`config.mk`:
```
export PLATFORM = sky130hd
export DESIGN_NAME = alu_arbiter_flat
export DESIGN_NICKNAME = d
export VERILOG_FILES = /design/src/rtl/alu_arbiter_if.sv /design/src/rtl/alu_arbiter.sv /design/src/flat_wrapper.sv
export SDC_FILE = /design/constraint.sdc
export NUM_CORES = 1
export LEC_CHECK = 0
export ABC_CLOCK_PERIOD_IN_PS = 2400
export CORE_AREA = 4 4 120 122
export CTS_BUF_LIST = sky130_fd_sc_hd__clkbuf_4 sky130_fd_sc_hd__clkbuf_8
export CTS_CLUSTER_DIAMETER = 200
export DETAILED_ROUTE_END_ITERATION = 12
export DIE_AREA = 0 0 124 126
export PLACE_DENSITY = 0.88
export SYNTH_ARGS = -nofsm -noshare
export SYNTH_HDL_FRONTEND = slang
export SYNTH_SLANG_ARGS = --single-unit
```
`constraint.sdc`:
```
create_clock -name clk -period 2.4 [get_ports clk]
set_clock_uncertainty 0.05 [all_clocks]
set_input_delay 0.24 -clock clk [delete_from_list [all_inputs] [get_ports clk]]
set_output_delay 0.24 -clock clk [all_outputs]
set_load 0.01 [all_outputs]
```
`src/rtl/alu_arbiter_if.sv`:
```
// -----------------------------------------------------------------------------
// alu_arbiter_if
// Bundles every handshake and bus signal of the ALU arbiter:
//   req0_* / req1_*  : requester valid/ready handshakes with 69-bit operation
//                      words {sel[3:0], cin, a[31:0], b[31:0]}
//   alu_*            : operand drive to, and result/flags from, the shared ALU
//   rsp_*            : held response toward the consumer (valid/ready)
//   ops_done         : count of completed responses (CNT_W bits)
// Modports:
//   slave  - the arbiter side
//   master - the environment side (requesters, ALU, consumer)
// -----------------------------------------------------------------------------
interface alu_arbiter_if #(
  parameter int CNT_W = 16
);
  logic             req0_valid;
  logic [68:0]      req0_op;
  logic             req0_ready;
  logic             req1_valid;
  logic [68:0]      req1_op;
  logic             req1_ready;
  logic [31:0]      alu_a;
  logic [31:0]      alu_b;
  logic [3:0]       alu_sel;
  logic             alu_cin;
  logic [31:0]      alu_y;
  logic [3:0]       alu_flags;
  logic             rsp_valid;
  logic             rsp_ready;
  logic             rsp_id;
  logic [31:0]      rsp_y;
  logic [3:0]       rsp_flags;
  logic             rsp_err;
  logic [CNT_W-1:0] ops_done;

  modport slave (
    input  req0_valid, req0_op, req1_valid, req1_op, alu_y, alu_flags, rsp_ready,
    output req0_ready, req1_ready, alu_a, alu_b, alu_sel, alu_cin,
    output rsp_valid, rsp_id, rsp_y, rsp_flags, rsp_err, ops_done
  );

  modport master (
    output req0_valid, req0_op, req1_valid, req1_op, alu_y, alu_flags, rsp_ready,
    input  req0_ready, req1_ready, alu_a, alu_b, alu_sel, alu_cin,
    input  rsp_valid, rsp_id, rsp_y, rsp_flags, rsp_err, ops_done
  );
endinterface

```
`src/rtl/alu_arbiter.sv`:
```
// -----------------------------------------------------------------------------
// alu_arbiter
// Arbitrates two requesters onto one shared combinational 32-bit ALU.
// Flow: IDLE (grant + latch operation) -> EXEC (capture ALU result) ->
// RESP (hold response until consumer accepts) -> IDLE.
// Accept at cycle T gives rsp_valid at T+2; back-to-back issue every 3 cycles.
// Ports:
//   clk  - rising-edge clock
//   rst  - synchronous active-high reset
//   bus  - alu_arbiter_if.slave: requester handshakes, ALU drive/return,
//          response handshake and completed-operation counter
// Parameters:
//   RR    - 1: round-robin on contention, 0: requester 0 always wins
//   CNT_W - width of ops_done
// -----------------------------------------------------------------------------
module alu_arbiter #(
  parameter bit RR    = 1'b1,
  parameter int CNT_W = 16
) (
  input  logic         clk,
  input  logic         rst,
  alu_arbiter_if.slave bus
);

  typedef enum logic [1:0] {
    IDLE = 2'b00,
    EXEC = 2'b01,
    RESP = 2'b10
  } state_e;

  state_e           state_q, state_d;
  logic [68:0]      op_q, op_d;
  logic [31:0]      rsp_y_q, rsp_y_d;
  logic [3:0]       rsp_flags_q, rsp_flags_d;
  logic             rsp_id_q, rsp_id_d;
  logic             rsp_err_q, rsp_err_d;
  // Requester that wins the next tie; reset value 0 so requester 0 wins first.
  logic             prio_q, prio_d;
  logic [CNT_W-1:0] ops_done_q, ops_done_d;
  logic             grant0_s, grant1_s;

  // sel codes 1001, 1110 and 1111 have no ALU function.
  function automatic logic sel_unsupported(input logic [3:0] sel);
    logic res;
    case (sel)
      4'b1001, 4'b1110, 4'b1111: res = 1'b1;
      default:                   res = 1'b0;
    endcase
    return res;
  endfunction

  // Grant decision: only in IDLE and never while reset is asserted.
  always_comb begin
    grant0_s = 1'b0;
    grant1_s = 1'b0;
    if (!rst && (state_q == IDLE)) begin
      if (bus.req0_valid && bus.req1_valid) begin
        if ((RR == 1'b1) && prio_q) begin
          grant1_s = 1'b1;
        end else begin
          grant0_s = 1'b1;
        end
      end else if (bus.req0_valid) begin
        grant0_s = 1'b1;
      end else if (bus.req1_valid) begin
        grant1_s = 1'b1;
      end else begin
        grant0_s = 1'b0;
        grant1_s = 1'b0;
      end
    end else begin
      grant0_s = 1'b0;
      grant1_s = 1'b0;
    end
  end

  // Next-state and datapath next values.
  always_comb begin
    state_d     = state_q;
    op_d        = op_q;
    rsp_y_d     = rsp_y_q;
    rsp_flags_d = rsp_flags_q;
    rsp_id_d    = rsp_id_q;
    rsp_err_d   = rsp_err_q;
    prio_d      = prio_q;
    ops_done_d  = ops_done_q;
    case (state_q)
      IDLE: begin
        if (grant0_s) begin
          op_d     = bus.req0_op;
          rsp_id_d = 1'b0;
          state_d  = EXEC;
        end else if (grant1_s) begin
          op_d     = bus.req1_op;
          rsp_id_d = 1'b1;
          state_d  = EXEC;
        end else begin
          state_d = IDLE;
        end
      end
      EXEC: begin
        // Unsupported codes return an all-zero result so the consumer never
        // sees whatever the ALU happens to produce for them.
        if (sel_unsupported(op_q[68:65])) begin
          rsp_y_d     = 32'h0000_0000;
          rsp_flags_d = 4'b0000;
          rsp_err_d   = 1'b1;
        end else begin
          rsp_y_d     = bus.alu_y;
          rsp_flags_d = bus.alu_flags;
          rsp_err_d   = 1'b0;
        end
        state_d = RESP;
      end
      RESP: begin
        if (bus.rsp_ready) begin
          // The owner of this response loses the next tie.
          prio_d     = ~rsp_id_q;
          ops_done_d = ops_done_q + {{(CNT_W-1){1'b0}}, 1'b1};
          state_d    = IDLE;
        end else begin
          state_d = RESP;
        end
      end
      default: begin
        state_d = IDLE;
      end
    endcase
  end

  // State and datapath registers with synchronous reset.
  always_ff @(posedge clk) begin
    if (rst) begin
      state_q     <= IDLE;
      op_q        <= 69'd0;
      rsp_y_q     <= 32'h0000_0000;
      rsp_flags_q <= 4'b0000;
      rsp_id_q    <= 1'b0;
      rsp_err_q   <= 1'b0;
      prio_q      <= 1'b0;
      ops_done_q  <= {CNT_W{1'b0}};
    end else begin
      state_q     <= state_d;
      op_q        <= op_d;
      rsp_y_q     <= rsp_y_d;
      rsp_flags_q <= rsp_flags_d;
      rsp_id_q    <= rsp_id_d;
      rsp_err_q   <= rsp_err_d;
      prio_q      <= prio_d;
      ops_done_q  <= ops_done_d;
    end
  end

  assign bus.req0_ready = grant0_s;
  assign bus.req1_ready = grant1_s;
  assign bus.alu_sel    = op_q[68:65];
  assign bus.alu_cin    = op_q[64];
  assign bus.alu_a      = op_q[63:32];
  assign bus.alu_b      = op_q[31:0];
  // Masked by rst so a consumer never sees a handshake on a dropped operation.
  assign bus.rsp_valid  = (state_q == RESP) && !rst;
  assign bus.rsp_id     = rsp_id_q;
  assign bus.rsp_y      = rsp_y_q;
  assign bus.rsp_flags  = rsp_flags_q;
  assign bus.rsp_err    = rsp_err_q;
  assign bus.ops_done   = ops_done_q;

endmodule

```
`src/flat_wrapper.sv`:
```
// flat-port wrapper written by rule: the top's interface ports become plain ports
module alu_arbiter_flat 
#(
  parameter bit RR    = 1'b1,
  parameter int CNT_W = 16
)
  (clk, rst, bus_req0_valid, bus_req0_op, bus_req1_valid, bus_req1_op, bus_alu_y, bus_alu_flags, bus_rsp_ready, bus_req0_ready, bus_req1_ready, bus_alu_a, bus_alu_b, bus_alu_sel, bus_alu_cin, bus_rsp_valid, bus_rsp_id, bus_rsp_y, bus_rsp_flags, bus_rsp_err, bus_ops_done);
  alu_arbiter_if #(.CNT_W(CNT_W)) bus_i ();
  input  logic clk;
  input  logic rst;
  input wire logic [$bits(bus_i.req0_valid)-1:0] bus_req0_valid;
  input wire logic [$bits(bus_i.req0_op)-1:0] bus_req0_op;
  input wire logic [$bits(bus_i.req1_valid)-1:0] bus_req1_valid;
  input wire logic [$bits(bus_i.req1_op)-1:0] bus_req1_op;
  input wire logic [$bits(bus_i.alu_y)-1:0] bus_alu_y;
  input wire logic [$bits(bus_i.alu_flags)-1:0] bus_alu_flags;
  input wire logic [$bits(bus_i.rsp_ready)-1:0] bus_rsp_ready;
  output wire logic [$bits(bus_i.req0_ready)-1:0] bus_req0_ready;
  output wire logic [$bits(bus_i.req1_ready)-1:0] bus_req1_ready;
  output wire logic [$bits(bus_i.alu_a)-1:0] bus_alu_a;
  output wire logic [$bits(bus_i.alu_b)-1:0] bus_alu_b;
  output wire logic [$bits(bus_i.alu_sel)-1:0] bus_alu_sel;
  output wire logic [$bits(bus_i.alu_cin)-1:0] bus_alu_cin;
  output wire logic [$bits(bus_i.rsp_valid)-1:0] bus_rsp_valid;
  output wire logic [$bits(bus_i.rsp_id)-1:0] bus_rsp_id;
  output wire logic [$bits(bus_i.rsp_y)-1:0] bus_rsp_y;
  output wire logic [$bits(bus_i.rsp_flags)-1:0] bus_rsp_flags;
  output wire logic [$bits(bus_i.rsp_err)-1:0] bus_rsp_err;
  output wire logic [$bits(bus_i.ops_done)-1:0] bus_ops_done;
  assign bus_i.req0_valid = bus_req0_valid;
  assign bus_i.req0_op = bus_req0_op;
  assign bus_i.req1_valid = bus_req1_valid;
  assign bus_i.req1_op = bus_req1_op;
  assign bus_i.alu_y = bus_alu_y;
  assign bus_i.alu_flags = bus_alu_flags;
  assign bus_i.rsp_ready = bus_rsp_ready;
  assign bus_req0_ready = bus_i.req0_ready;
  assign bus_req1_ready = bus_i.req1_ready;
  assign bus_alu_a = bus_i.alu_a;
  assign bus_alu_b = bus_i.alu_b;
  assign bus_alu_sel = bus_i.alu_sel;
  assign bus_alu_cin = bus_i.alu_cin;
  assign bus_rsp_valid = bus_i.rsp_valid;
  assign bus_rsp_id = bus_i.rsp_id;
  assign bus_rsp_y = bus_i.rsp_y;
  assign bus_rsp_flags = bus_i.rsp_flags;
  assign bus_rsp_err = bus_i.rsp_err;
  assign bus_ops_done = bus_i.ops_done;
  alu_arbiter #(.RR(RR), .CNT_W(CNT_W)) u_core (.clk(clk), .rst(rst), .bus(bus_i));
endmodule
```
==> metrics.yaml, run 1 <==
status: "complete, no violations"
nets: 1038
wl_per_cell_um: 17.0
grt_usage: 0.218
synthesis.area_um2: 4940
grt_overflow: 0
report.final.slew_viol_count: 0
synth_ff_type: "dfxtp_1"
fin_area_um2: 8590
numCtsBuffers: 17
max_freq_mhz: 444
async_flop_share: 0
crit_arrival_ns: 1.96
hold_viol_final: 0
rsz0062_at_grt: "no"
yosys.area.top_type: "dfxtp_1"
drc: 0
hold_slack_ns: 0.243
ctsHtreeMaxLevel: 4
core_area_um2: 13200
min_period_ns: 2.25
die_w_um: 124
grt_pass1_vias: 5357
finalCritPeriodShare: 0.939
peakVddDrop_uv: 568
synth_seq_cells: 126
synth_cells: 573
clockRootBuffer: "clkbuf_8"
hold_depth: 5
crit_chain: "nor3_4 -> nand3_2 -> inv_2 -> clkdlybuf4s50_1"
hp-class: "primary input to flip-flop"
dpl.hpwl_um: 12700
critical_path_class: "flip-flop to output pin"
yosysSeqAreaShare: 0.510
dieArea_um2: 15600
netlist-cell-type-count: 34
initial_utilization: 0.375
drtIter0Drc: 368
grt_pass1_wl_um: 26700
critPathCaptureType: "output pin"
cts_tree: "done"
die_height_um: 126
clk_pin_slew_ns: 0.07
ant_nets: 0
vias_per_cell: 5.13
synth.most_common_cell: "nand2_1"
num_rows: 42
drt-pass1-iter-count: 4
max_stage_delay_ns: 0.59
drive_gt1_frac: 0.0597
ys_warn_count: 0
cp_slowest_cell: "clkdlybuf4s50_1"
yosys.area.top_type_share: 0.510
io_pins: 305
drt_wl_total_um: 17800
place_area_um2: 8130
cp_max_fo: 7
fin_tns_setup_ns: 0
power.density_nw_per_um2: 649
slew_headroom: 0.584
setup_viol: 0
start_kind: "flip-flop"
required_ns: 2.11
synth_edf_count: 0
ys_top_cells_by_area: "dfxtp_1, a311oi_1, nand2_1"
vias: 5373
synth_fp_nets: 753
maxCapViolations: 0
io_buffers: 304
gp_congestion: 0.830
grt_max_degree: 140
clock_sinks: 126
area.growth.synth_to_final_pct: 73.8
cts.path.max_buffers: 2
synth_common_cells: "nand2_1, dfxtp_1, nor2_1"
leakage_nw: 3.12
clkLatencyLatePin_ns: 0.44
r2r_cells: 6
worst_pin_slew_ns: 0.624
syn_avg_cell_area_um2: 8.63
grt_antenna_before_repair: 1
-- final timing paths --
kind | startpoint | to | slack, ns
hold reg to reg | u_core.bus.rsp_y[18]$_SDFFE_PP0N_ | u_core.bus.rsp_y[18]$_SDFFE_PP0N_ | 0.43
setup reg to reg | u_core.state_q[1]$_SDFF_PP0_ | u_core.op_q[53]$_SDFFE_PP0P_ | 0.38
hold / removal | rst | u_core.bus.rsp_id$_SDFFE_PP0P_ | 0.24
setup / recovery | u_core.state_q[1]$_SDFF_PP0_ | bus_req1_ready | 0.15
-- routing by layer --
metal,up-vias,global-route usage,routed length [µm]
met5,-,0,0
met4,0,0.0825,429
met1,2487,0.219,6410
li1,2604,-,-
met2,250,0.382,8880
met3,32,0.109,2070
-- power by group --
part | total (mW) | switching, mW | internal (mW) | leakage, nW
clock network | 2.07 | 0.917 | 1.15 | 0.218
registers | 2.36 | 0.0992 | 2.26 | 1.03
logic | 1.15 | 0.472 | 0.680 | 1.87
-- final cells by class --
class	count	area, µm²
Tap cell	176	220
Multi-Input combinational cell	397	2260
Clock inverter	15	210
Fill cell	1044	4600
Antenna cell	1	2.50
Clock buffer	17	234
Sequential cell	126	2520
Inverter	3	11.3
Timing Repair Buffer	313	3130
-- through the flow --
stage / setup slack [ns] / power, mW / instances / util
floorplan: 0.605 / 2.81 / 573 / -
global placement: 0.393 / 3.53 / 1015 / 0.617
detailed placement: 0.216 / 3.56 / 1015 / 0.617
CTS: 0.0306 / 5.62 / 1047 / 0.651
global route: 0.0316 / 5.81 / 1048 / 0.651
finish: 0.146 / 5.58 / 1048 / 0.651
-- state kept, by name, indices dropped and copies added (netlist names) --
| signal | count |
|---|---|
| u_core.op_q | 69 |
| u_core.bus.rsp_y | 32 |
| u_core.bus.ops_done | 16 |
| u_core.bus.rsp_flags | 4 |
| u_core.state_q | 2 |
| u_core.bus.rsp_err | 1 |
| u_core.bus.rsp_id | 1 |
| u_core.prio_q | 1 |
-- layout by cell type (no fill, tap or decap), drive strengths merged, types with 2 or more instances in the layout --
cell / count
a21oi: 9
a22o: 36
a311oi: 69
and4: 2
buf: 10
bufinv: 4
clkbuf: 17
clkdlybuf4s50: 303
clkinv: 5
clkinvlp: 2
dfxtp: 126
inv: 7
nand2: 147
nand2b: 2
nand3: 7
nand4: 4
nor2: 84
nor3: 5
nor3b: 2
o21ai: 2
o31ai: 4
or3: 2
or3b: 2
or4: 4
xnor2: 3
xor2: 6
-- cells by family (layout without fill, tap and decap cells) --
kind of cell,Yosys count,after routing,synth area share
AND/OR/NAND/NOR,266,266,0.226
flip-flops,126,126,0.510
AO/OA/AOI/OAI,121,121,0.205
buffers and inverters,50,348,0.0407
XOR/XNOR,9,9,0.0159
adder cells (fa/ha/maj),1,1,0.00253
other,0,1,0
-- what timing repair did --
| action | CTS | global route |
|---|---|---|
| hold buffers | 0 | 0 |
| pin swaps | 0 | 0 |
| gates resized for setup | 1 | 1 |
| setup endpoints to repair | 2 | 1 |
| setup buffers | 0 | 0 |
-- worst max-delay path: cells and delay by family, from the launching register on --
family | cells | cell delay, ns
buf+inv | 2 | 0.68
simple gates | 2 | 0.44
flops | 1 | 0.40
Note: power is estimated with default switching activity, not from simulation.
==> run 2, diff against run 1 <==
ABC_CLOCK_PERIOD_IN_PS = not set   (was 2400)
==> results of run 2 <==
Same layout as run 1: the final DEF is identical, and so are final timing and power.
